===== src/rtl/a2d_intf.sv =====
// SPI master for the ADC128S: each conversion is two 16-bit transfers of the channel command; the 2nd reply is the result.
// Latency strt_cnv->cnv_cmplt is 1045 clks (GAP_CLKS=2); strt_cnv is only accepted in IDLE, never queued.
module a2d_intf #(
   parameter int GAP_CLKS = 2
) (
   input  logic        clk,
   input  logic        rst_n,
   input  logic        strt_cnv,
   input  logic [2:0]  chnnl,
   output logic        cnv_cmplt,
   output logic [11:0] res,
   output logic        SS_n,
   output logic        SCLK,
   output logic        MOSI,
   input  logic        MISO
);

   localparam int              GW           = (GAP_CLKS > 1) ? $clog2(GAP_CLKS) : 1;
   localparam logic [GW-1:0]   GAP_LAST     = GW'(GAP_CLKS - 1);
   localparam logic [4:0]      DIV_LOAD     = 5'b10111;
   localparam logic [4:0]      DIV_PRE_RISE = 5'b01111;
   localparam logic [4:0]      DIV_END      = 5'b11111;

   typedef enum logic [1:0] {IDLE, XFER1, GAP, XFER2} state_t;

   state_t         state_q, state_d;
   logic [4:0]     sclk_div_q, sclk_div_d;
   logic [4:0]     bit_cnt_q, bit_cnt_d;
   logic [15:0]    shft_reg_q, shft_reg_d;
   logic           ss_n_q, ss_n_d;
   logic [GW-1:0]  gap_cnt_q, gap_cnt_d;
   logic [2:0]     chnnl_q, chnnl_d;
   logic [11:0]    res_q, res_d;
   logic           cnv_cmplt_q, cnv_cmplt_d;
   logic           xfer_end;

   // 16 rises done and the divider sits where the 17th fall would be
   assign xfer_end = (sclk_div_q == DIV_END) && (bit_cnt_q == 5'd16);

   always_comb begin
      state_d     = state_q;
      sclk_div_d  = sclk_div_q;
      bit_cnt_d   = bit_cnt_q;
      shft_reg_d  = shft_reg_q;
      ss_n_d      = ss_n_q;
      gap_cnt_d   = gap_cnt_q;
      chnnl_d     = chnnl_q;
      res_d       = res_q;
      cnv_cmplt_d = cnv_cmplt_q;
      case (state_q)
         IDLE: begin
            if (strt_cnv) begin
               chnnl_d     = chnnl;
               cnv_cmplt_d = 1'b0;
               shft_reg_d  = {2'b00, chnnl, 11'h000};
               sclk_div_d  = DIV_LOAD;
               bit_cnt_d   = 5'd0;
               ss_n_d      = 1'b0;
               state_d     = XFER1;
            end
         end
         XFER1, XFER2: begin
            if (xfer_end) begin
               ss_n_d = 1'b1;
               if (state_q == XFER1) begin
                  gap_cnt_d = '0;
                  state_d   = GAP;
               end else begin
                  res_d       = shft_reg_q[11:0];
                  cnv_cmplt_d = 1'b1;
                  state_d     = IDLE;
               end
            end else begin
               sclk_div_d = sclk_div_q + 5'd1;
               if (sclk_div_q == DIV_PRE_RISE) begin
                  shft_reg_d = {shft_reg_q[14:0], MISO};
                  bit_cnt_d  = bit_cnt_q + 5'd1;
               end
            end
         end
         GAP: begin
            if (gap_cnt_q == GAP_LAST) begin
               shft_reg_d = {2'b00, chnnl_q, 11'h000};
               sclk_div_d = DIV_LOAD;
               bit_cnt_d  = 5'd0;
               ss_n_d     = 1'b0;
               state_d    = XFER2;
            end else begin
               gap_cnt_d = gap_cnt_q + GW'(1);
            end
         end
         default: state_d = IDLE;
      endcase
   end

   always_ff @(posedge clk or negedge rst_n) begin
      if (!rst_n) begin
         state_q     <= IDLE;
         sclk_div_q  <= DIV_END;
         bit_cnt_q   <= 5'd0;
         shft_reg_q  <= 16'h0000;
         ss_n_q      <= 1'b1;
         gap_cnt_q   <= '0;
         chnnl_q     <= 3'd0;
         res_q       <= 12'h000;
         cnv_cmplt_q <= 1'b0;
      end else begin
         state_q     <= state_d;
         sclk_div_q  <= sclk_div_d;
         bit_cnt_q   <= bit_cnt_d;
         shft_reg_q  <= shft_reg_d;
         ss_n_q      <= ss_n_d;
         gap_cnt_q   <= gap_cnt_d;
         chnnl_q     <= chnnl_d;
         res_q       <= res_d;
         cnv_cmplt_q <= cnv_cmplt_d;
      end
   end

   // SCLK comes straight from a flop bit, so it cannot glitch on SS_n edges
   assign SCLK      = sclk_div_q[4];
   assign SS_n      = ss_n_q;
   assign MOSI      = shft_reg_q[15];
   assign res       = res_q;
   assign cnv_cmplt = cnv_cmplt_q;

endmodule


===== config.mk =====
export PLATFORM = sky130hd
export DESIGN_NAME = a2d_intf
export DESIGN_NICKNAME = d
export VERILOG_FILES = /design/src/rtl/a2d_intf.sv
export SDC_FILE = /design/constraint.sdc
export NUM_CORES = 1
export LEC_CHECK = 0
export ABC_AREA = 1
export BUFFER_PORTS_ARGS = -buffer_cell sky130_fd_sc_hd__buf_2
export CAP_MARGIN = 20
export CELL_PAD_IN_SITES_DETAIL_PLACEMENT = 0
export CELL_PAD_IN_SITES_GLOBAL_PLACEMENT = 1
export CORE_MARGIN = 4
export CORE_UTILIZATION = 47
export CTS_CLUSTER_SIZE = 16
export DETAILED_ROUTE_END_ITERATION = 10
export PLACE_DENSITY_LB_ADDON = 0.1
export SETUP_SLACK_MARGIN = 0.05
export SLEW_MARGIN = 20
export SYNTH_ARGS = -nofsm -noshare
export SYNTH_HDL_FRONTEND = slang
export SYNTH_SLANG_ARGS = --single-unit
export TNS_END_PERCENT = 10

===== constraint.sdc =====
create_clock -name clk -period 2.95 [get_ports clk]
set_clock_uncertainty 0.2 [all_clocks]
set_input_delay 0.1475 -clock clk [delete_from_list [all_inputs] [get_ports clk]]
set_output_delay 0.1475 -clock clk [all_outputs]
set_load 0.01 [all_outputs]

Yosys cells after proc, flatten, opt, wreduce, memory -nomap -nowiden
Index checks and enable logic that the tools add are counted.
{"block": "classes", "addsub": 3, "multipliers": 0, "n_div": 0, "magnitude_cmp": 0, "n_eq_ne": 13, "n_shift": 0, "muxes": 30, "bitwise_logic": 1, "n_reduce_logical": 12}
{"cell": "2-to-1 mux 16 bit", "n": 4}
{"cell": "one-hot mux 16 bit (3 select lines)", "n": 1}
{"cell": "2-to-1 mux 5 bit", "n": 7}
{"cell": "one-hot mux 5 bit (3 select lines)", "n": 2}
{"cell": "!= test 2 bit, second input constant", "n": 7}
{"cell": "AND reduction 3 bit", "n": 4}
{"cell": "adder 5 x 1 -> 5 bit, second input constant", "n": 2}
{"cell": "== test 5 bit, second input constant", "n": 2}
{"cell": "2-to-1 mux 1 bit", "n": 8}
{"cell": "2-to-1 mux 2 bit", "n": 4}
{"cell": "AND reduction 4 bit", "n": 2}
{"cell": "one-hot mux 2 bit (3 select lines)", "n": 1}
{"cell": "== test 5 x 4 -> 1 bit, second input constant", "n": 1}
{"cell": "== test 2 bit, second input constant", "n": 2}
{"cell": "one-hot mux 1 bit (2 select lines)", "n": 2}
{"cell": "nonzero test 2 bit", "n": 2}
{"cell": "one-hot mux 1 bit (3 select lines)", "n": 1}
{"cell": "== test 2 x 1 -> 1 bit, second input constant", "n": 1}
{"cell": "logical NOT 2 bit", "n": 1}
{"cell": "AND reduction 2 bit", "n": 1}
{"cell": "OR reduction 2 bit", "n": 1}
{"cell": "adder 1 bit, second input constant", "n": 1}
{"cell": "logical AND 1 bit", "n": 1}
{"cell": "inverter 1 bit", "n": 1}
{"block": "word_totals", "ff_bits": 46, "latch_bits": 0, "ram_bits": 0, "rom_bits": 0, "inputBits": 7, "output_inout_bits": 16, "wordCells": 68, "mem_count": 0}

Longest topological paths before layout
Gate-level depths: netlist (run 1).
{"block": "logic_depth", "word_depth": 4, "depth_mapped": 11, "mapped_depth_nobuf": 11}

Worst setup path after synthesis (run 1)
No wires, ideal clock.
{"block": "synth_path", "path_type": "reg-to-reg", "startpoint": "register sclk_div_q[0]", "endpoint": "register res_q[10], in the netlist res[10]", "setup_time_ps": 117, "arrival_time_ps": 1608, "required_ps": 2633, "slack_ps": 1025, "path_stages_with_launch": 11, "n_path_buf": 1, "period_less_slack_ps": 1925, "cell_sequence": "dfstp_2 ha_1 nand2_1 nor2_1 ha_1 nand2_1 nor2_4 nand2_2 buf_2 nand2_1 nand2_1"}
{"block": "synth_via", "elab_chain_cells": 3}
{"element": "start: declaration", "line_no": "27", "source": "logic [4:0] sclk_div_q, sclk_div_d;"}
{"element": "start signal: assignment", "line_no": "109", "source": "sclk_div_q <= sclk_div_d;"}
{"element": "== test 5 bit", "line_no": "38", "source": "assign xfer_end = (sclk_div_q == DIV_END) && (bit_cnt_q == 5'd16);"}
{"element": "logical AND 1 bit", "line_no": "38"}
{"element": "AND reduction 3 bit (no line)"}
{"element": "end signal: assignment", "line_no": "115", "source": "res_q <= res_d;"}
{"element": "end: declaration", "line_no": "33", "source": "logic [11:0] res_q, res_d;"}
No other way between the ends.
A chain may end at the register's enable or synchronous reset.

Final worst setup path (run 1)
{"block": "layout_path", "startpoint": "register sclk_div_q[0]", "endpoint": "register sclk_div_q[3]"}
{"block": "layout_via", "elab_chain_cells": 4, "elab_cells_between_ends": 7, "classes_between": "add/sub (1); eq/ne (2); mux (2); reduce/logical (2)"}
{"element": "branches (longest 4 deep; another with adder 5 x 1 -> 5 bit)"}
Parallel ways; which one is timed is not known. The select of a mux whose other input is x is not followed.

==> flow_metrics.env, run 1 <==
export IMPL_synthCells=309
export IMPL_cts_tree="built"
export IMPL_setup_violations_final=0
export IMPL_end_kind="flop"
export IMPL_ant_nets=0
export IMPL_dieArea_sq_um=6380
export IMPL_grt_pass1_vias=1887
export IMPL_antennaDiodeCount=0
export IMPL_worst_path_max_fanout=21
export IMPL_syn_avg_cell_area_sq_um=7.86
export IMPL_drive_gt1_frac=0.164
export IMPL_crit_family="simple AND/OR/NAND/NOR gates"
export IMPL_period_share=0.806
export IMPL_post_cts_resized=0
export IMPL_ys_warn_count=0
export IMPL_cts_path_max_buffers=2
export IMPL_final_max_slew_violation_count=0
export IMPL_wl_um=5190
export IMPL_synth_seq_cells=46
export IMPL_cpPeakStageDelay_ns=0.56
export IMPL_crit_arrival_ns=2.42
export IMPL_synth_top_area_share=0.412
export IMPL_cp_start_kind="flop"
export IMPL_drv_cap=0
export IMPL_clk_pin_slew_ns=0.08
export IMPL_fp_row_count=25
export IMPL_dpl_cell_area_sq_um=2580
export IMPL_synth_area_sq_um=2430
export IMPL_cpMostUsedCell="nand2_1"
export IMPL_ios=23
export IMPL_avgViaCountPerCell=4.89
export IMPL_crit_type="reg -> reg"
export IMPL_track_usage=0.185
export IMPL_wl_per_cell_um=12.9
export IMPL_crit_buf_inv=1
export IMPL_cts_max_level=2
export IMPL_cts_buffers=5
export IMPL_start_util=0.501
export IMPL_holdBufCountCts=5
export IMPL_status="finished clean"
export IMPL_hold_class="in -> reg"
export IMPL_power_density_nw_per_um2=878
export IMPL_gp_congestion=0.807
export IMPL_drt_iter0_drc=122
export IMPL_fmax_mhz=421
export IMPL_clk_latency_ns=0.30
export IMPL_grt_max_degree=47
export IMPL_design_area_sq_um=2740
export IMPL_tns_ns=0
export IMPL_met1_usage=0.255
export IMPL_port_buffers=22
export IMPL_antenna_found_initial=0
export IMPL_cts_sinks=46
export IMPL_dr_pass1_iters=4
export IMPL_die_x_um=79.9
export IMPL_rsz0062_at_grt="no"
export IMPL_hold_viol=0
export IMPL_hold_slack_ns=0.0638
export IMPL_synthToLayoutAreaGrowth_pct=13.0
export IMPL_p_leak_nw=1.57
export IMPL_fin_crit_ns=2.38
export IMPL_cts_setup_buffers=0
export IMPL_busiest_layer="met2"
export IMPL_core_area_sq_um=4850
export IMPL_cts_root_buf="clkbuf_8"
export IMPL_drc_errors=0
export IMPL_worst_pin_slew_ns=0.574
export IMPL_dp_final_hpwl_um=3660
export IMPL_max_slew_margin_rel=0.617
export IMPL_required_ns=2.99
export IMPL_ys_types=20
export IMPL_grt_use_met3=0.0395
export IMPL_synthTopCellsByArea="dfrtp_1, nand2_1, dfstp_2, nand4_1, ha_1"
export IMPL_grt_ovfl_total=0
export IMPL_yosysTopAreaCell="dfrtp_1"
export IMPL_yosysSeqAreaShare=0.477
export IMPL_cp_slowest_cell="dfstp_2"
export IMPL_fin_nets=352
export IMPL_die_height_um=79.9
export IMPL_use_met2=0.289
export IMPL_vias=1967
export IMPL_path_cells="ha_1, nand2_1, nor2_1, ha_1, nand2_1, nor2_4, nand2_2, buf_4, nand3_1, nand2_1, nand2_1"
export IMPL_grt_pass1_wl_um=9090
export IMPL_synth_nets=327
export IMPL_ir_worst_vdd_mv=0.517
-- stage by stage --
stage / cells / util / power, mW / setup WS (ns)
after floorplan: 309 / - / 1.73 / 1.02
after global placement: 389 / 0.532 / 1.95 / 0.664
after detailed placement: 389 / 0.532 / 1.96 / 0.580
after CTS: 402 / 0.565 / 2.45 / 0.566
after global routing: 402 / 0.566 / 2.63 / 0.339
final: 402 / 0.566 / 2.41 / 0.574
-- logic make-up after synthesis --
group,Yosys count,share of synthesized area
and+or+nand+nor,197,0.355
DFF,46,0.477
buffers and inverters,45,0.0794
adders and majority gates,11,0.0567
AOI/OAI and AO/OA,7,0.0175
muxes,3,0.0139
-- flip-flops by register name, summed over array words and instances (netlist names) --
register and flops:
state_q 2, shft_reg_q 16, bit_cnt_q 5, chnnl_q 3, cnv_cmplt 1, gap_cnt_q 1, sclk_div_q 5, res 12
SS_n 1
-- Yosys cell counts, drive strengths merged --
| cell | n |
|---|---|
| dfrtp | 40 |
| clkbuf | 3 |
| dfstp | 6 |
| buf | 10 |
| or2 | 1 |
| o21ai | 7 |
| nor2 | 25 |
| nand4 | 24 |
| ha | 11 |
| mux2 | 3 |
| nand3 | 22 |
| inv | 32 |
| nand2 | 125 |
-- cells in the final DEF, fill, tap and decap left out --
cell type	Yosys	routed
nand3_1	21	21
clkinv_2	0	1
bufinv_16	0	1
inv_1	29	29
buf_4	0	5
dfrtp_1	40	40
buf_2	7	21
or2_2	1	1
o21ai_0	5	5
mux2_2	3	3
nand3_2	1	1
nor2_1	22	22
clkbuf_8	0	5
inv_6	0	1
nand4_1	24	24
nand2_2	2	2
ha_1	11	11
o21ai_2	2	2
dfstp_2	6	6
nor2_4	3	3
inv_2	3	3
nand2_1	123	123
dlygate4sd3_1	0	5
-- per-layer routing --
metal | share of wire | up-vias | routed length [um]
li1 | - | 1022 | -
met1 | 0.48 | 911 | 2470
met3 | 0.034 | 6 | 175
met5 | 0 | - | 0
met2 | 0.48 | 28 | 2480
met4 | 0.011 | 0 | 58
-- report_power, final --
part           total, mW  switching, mW  leakage, nW  internal (mW)
Sequential         0.897          0.107        0.605          0.790
Combinational       1.04          0.704        0.907          0.336
Clock              0.472          0.218       0.0585          0.254
Total               2.41           1.03         1.57           1.38
-- area by class of cell --
type                    instances  area [sq um]
fillers                       455          2100
repair buffers                 31           193
clock buffers                   5          68.8
inverters                      32           120
flip-flops and latches         46          1160
well taps                      67          83.8
multi-input cells             218          1080
clock inverters                 3          43.8
-- worst register-to-register path, cell delays in order (launching register included) --
cell and delay, ns:
dfstp_2 0.56, ha_1 0.16, nand2_1 0.07, nor2_1 0.15
ha_1 0.17, nand2_1 0.09, nor2_4 0.28, nand2_2 0.10
buf_4 0.22, nand3_1 0.19, nand2_1 0.07, nand2_1 0.07
-- final timing paths --
check | from | end | slack, ns | cells past startpoint
setup / recovery | sclk_div_q[0] | sclk_div_q[3] | 0.57 | 11
setup reg to reg | sclk_div_q[0] | sclk_div_q[3] | 0.57 | 11
hold / removal | strt_cnv | chnnl_q[2] | 0.06 | 3
min in group asynchronous | rst_n | bit_cnt_q[2] | 0.18 | 2
max in group asynchronous | rst_n | state_q[1] | 1.97 | 2
hold reg to reg | SS_n | SS_n | 0.27 | 2
No activity file was read; power rests on OpenSTA's default activity.
==> run 2, diff against run 1 <==
--- a/config.mk
+++ b/config.mk
@@ -11,7 +11,7 @@
 export CELL_PAD_IN_SITES_DETAIL_PLACEMENT = 0
 export CELL_PAD_IN_SITES_GLOBAL_PLACEMENT = 1
 export CORE_MARGIN = 4
-export CORE_UTILIZATION = 47
+export CORE_UTILIZATION = 43
 export CTS_CLUSTER_SIZE = 16
 export DETAILED_ROUTE_END_ITERATION = 10
 export PLACE_DENSITY_LB_ADDON = 0.1
==> constraint.sdc (replaced) <==
create_clock -name clk -period 2.5 [get_ports clk]
set_clock_uncertainty 0.2 [all_clocks]
set_input_delay 0.125 -clock clk [delete_from_list [all_inputs] [get_ports clk]]
set_output_delay 0.125 -clock clk [all_outputs]
set_load 0.01 [all_outputs]
==> run 2 against run 1 <==
Compared with the run above: setup slack lost 0.28 ns; largest cell class unchanged; critical path type unchanged; worst hold slack worse by 0.019 ns; sequential power up 18%; clock power is 21% higher; combinational power rose by 25%; critical endpoint is now bit_cnt_q[4]; global-route usage fell by 1.9 points; via count grew 2.0%.
==> flow_metrics.env, run 2 (synthesis gave the netlist of run 1 again) <==
export IMPL_status="finished clean"
export IMPL_dieArea_sq_um=6910
export IMPL_vias=2007
export IMPL_tns_ns=0
export IMPL_fillerInstances=551
export IMPL_p_clk_frac=0.194
export IMPL_final_common_cell="nand2_1"
export IMPL_multi_input_area_sq_um=1080
export IMPL_end_kind="flop"
export IMPL_crit_family="simple AND/OR/NAND/NOR gates"
export IMPL_max_slew_margin_rel=0.672
export IMPL_cts_tree="built"
export IMPL_design_area_sq_um=2800
export IMPL_p_leak_nw=1.60
export IMPL_cts_buffers=5
export IMPL_final_cell_mix="nand2_1, dfrtp_1, inv_1"
export IMPL_start_util=0.441
export IMPL_cp_slowest_cell="dfstp_2"
export IMPL_ir_worst_vdd_mv=0.509
export IMPL_port_buffers=22
export IMPL_fp_row_count=27
export IMPL_largest_reg_flops=16
export IMPL_core_area_sq_um=5510
export IMPL_hold_viol=0
export IMPL_grt_ovfl_total=0
export IMPL_cts_path_max_buffers=2
export IMPL_pwr_share_seq=0.362
export IMPL_grt_pass1_vias=1961
export IMPL_ios=23
export IMPL_cpPeakStageDelay_ns=0.56
export IMPL_swShare=0.427
export IMPL_pwr_share_comb=0.443
export IMPL_worst_pin_slew_ns=0.491
export IMPL_cp_start_kind="flop"
export IMPL_endpoint="bit_cnt_q[4]"
export IMPL_ant_nets=0
export IMPL_cts_max_level=2
export IMPL_die_x_um=83.1
export IMPL_r2r_cells=11
export IMPL_seqCellArea_sq_um=1160
export IMPL_dp_final_hpwl_um=3710
export IMPL_track_usage=0.166
export IMPL_p_sw_mw=1.25
export IMPL_synthToLayoutAreaGrowth_pct=15.2
export IMPL_largest_register="shft_reg_q"
export IMPL_final_max_slew_violation_count=0
export IMPL_crit_type="reg -> reg"
export IMPL_antennaDiodeCount=0
export IMPL_wl_per_cell_um=13.4
export IMPL_fmax_mhz=454
export IMPL_dpl_cell_area_sq_um=2600
export IMPL_clk_pin_slew_ns=0.08
export IMPL_cp_num_cells=11
export IMPL_crit_arrival_ns=2.24
export IMPL_power_density_nw_per_um2=1050
export IMPL_cts_root_buf="clkbuf_8"
export IMPL_dr_pass1_iters=4
export IMPL_avgViaCountPerCell=4.91
export IMPL_antenna_found_initial=0
export IMPL_hold_class="in -> reg"
export IMPL_rsz0062_at_grt="no"
export IMPL_cts_sinks=46
export IMPL_drc_errors=0
export IMPL_grt_pass1_wl_um=9470
export IMPL_rr_startpoint="sclk_div_q[0]"
export IMPL_cts_setup_buffers=0
export IMPL_gp_congestion=0.792
export IMPL_worst_path_max_fanout=21
export IMPL_crit_buf_inv=1
export IMPL_grt_max_degree=43
export IMPL_fin_nets=355
export IMPL_internal_power_mw=1.68
export IMPL_drive_gt1_frac=0.169
export IMPL_crit_start="sclk_div_q[0]"
export IMPL_required_ns=2.53
export IMPL_setup_violations_final=0
export IMPL_cpMostUsedCell="nand2_1"
export IMPL_finalPower_mw=2.93
export IMPL_drv_cap=0
export IMPL_fin_crit_ns=2.20
export IMPL_drt_iter0_drc=77
export IMPL_clk_latency_ns=0.30
export IMPL_wl_um=5470
export IMPL_reg2reg_to="bit_cnt_q[4]"
export IMPL_path_cells="ha_1, nand2_1, nor2_1, ha_1, nand2_1, nor2_4, nand2_4, nand3_2, buf_8, nand2_1, nand2_1"
export IMPL_die_height_um=83.1
export IMPL_period_share=0.882
export IMPL_reg2reg_slack_ns=0.30
==> run 2: cell types whose count changed in the layout (fill, tap and decap cells not counted), sizes merged <==
cell,before,now
buf,26,29
clkbuf,5,6
clkinv,1,0
inv,33,32
==> run 2: worst min-delay path by stage <==
stage               startpoint        endpoint  cells after the start
finish                strt_cnv      chnnl_q[0]                      3
global route          strt_cnv      chnnl_q[0]                      3
CTS                   strt_cnv      chnnl_q[0]                      3
detailed placement       rst_n  shft_reg_q[14]                      1
global placement         rst_n  shft_reg_q[14]                      1
floorplan                rst_n    bit_cnt_q[0]                      0
==> run 2: routing by layer <==
metal / vias to the layer above / GRT usage / share of wire
li1: 1030 / - / -
met1: 942 / 0.221 / 0.50
met2: 27 / 0.270 / 0.46
met3: 8 / 0.0337 / 0.028
met4: 0 / 0.0520 / 0.018
met5: - / 0 / 0
==> run 2: power by group through the flow <==
stage | clock network, mW | logic, mW | registers [mW]
finish | 0.570 | 1.30 | 1.06
global route | 0.626 | 1.47 | 1.08
CTS | 0.590 | 1.28 | 1.06
detailed placement | 0 | 1.28 | 1.08
global placement | 0 | 1.26 | 1.07
floorplan | 0 | 0.993 | 1.05
==> run 2: layout make-up <==
| cell class | count | share of cell area |
|---|---|---|
| Sequential cell | 46 | 0.415 |
| Inverter | 32 | 0.0430 |
| Multi-Input combinational cell | 218 | 0.387 |
| Timing Repair Buffer | 34 | 0.0833 |
| Clock buffer | 6 | 0.0295 |
| Tap cell | 72 | 0.0322 |
| Clock inverter | 1 | 0.0107 |
==> run 2: worst min-delay path, delay by kind of cell <==
kind,cells,cell delay (ns)
buffers and inverters,1,0.11
AND/OR/NAND/NOR,1,0.11
multiplexers,1,0.16
==> run 2: per-stage QoR <==
step           instances   util  hold WS (ns)  setup WS [ns]
2_1_floorplan        309      -        -0.371          0.575
3_3_place_gp         396  0.472         0.136          0.234
3_5_place_dp         396  0.472         0.143          0.186
4_1_cts              408  0.502        0.0369          0.159
5_1_grt              409  0.508        0.0514         0.0470
6_report             409  0.508        0.0451          0.296
==> run 2: what timing repair did <==
action                                  CTS  global route
resized for setup                         0             3
hold endpoints to repair                 47             0
hold buffers                              5             0
endpoints found under the setup margin    0            21
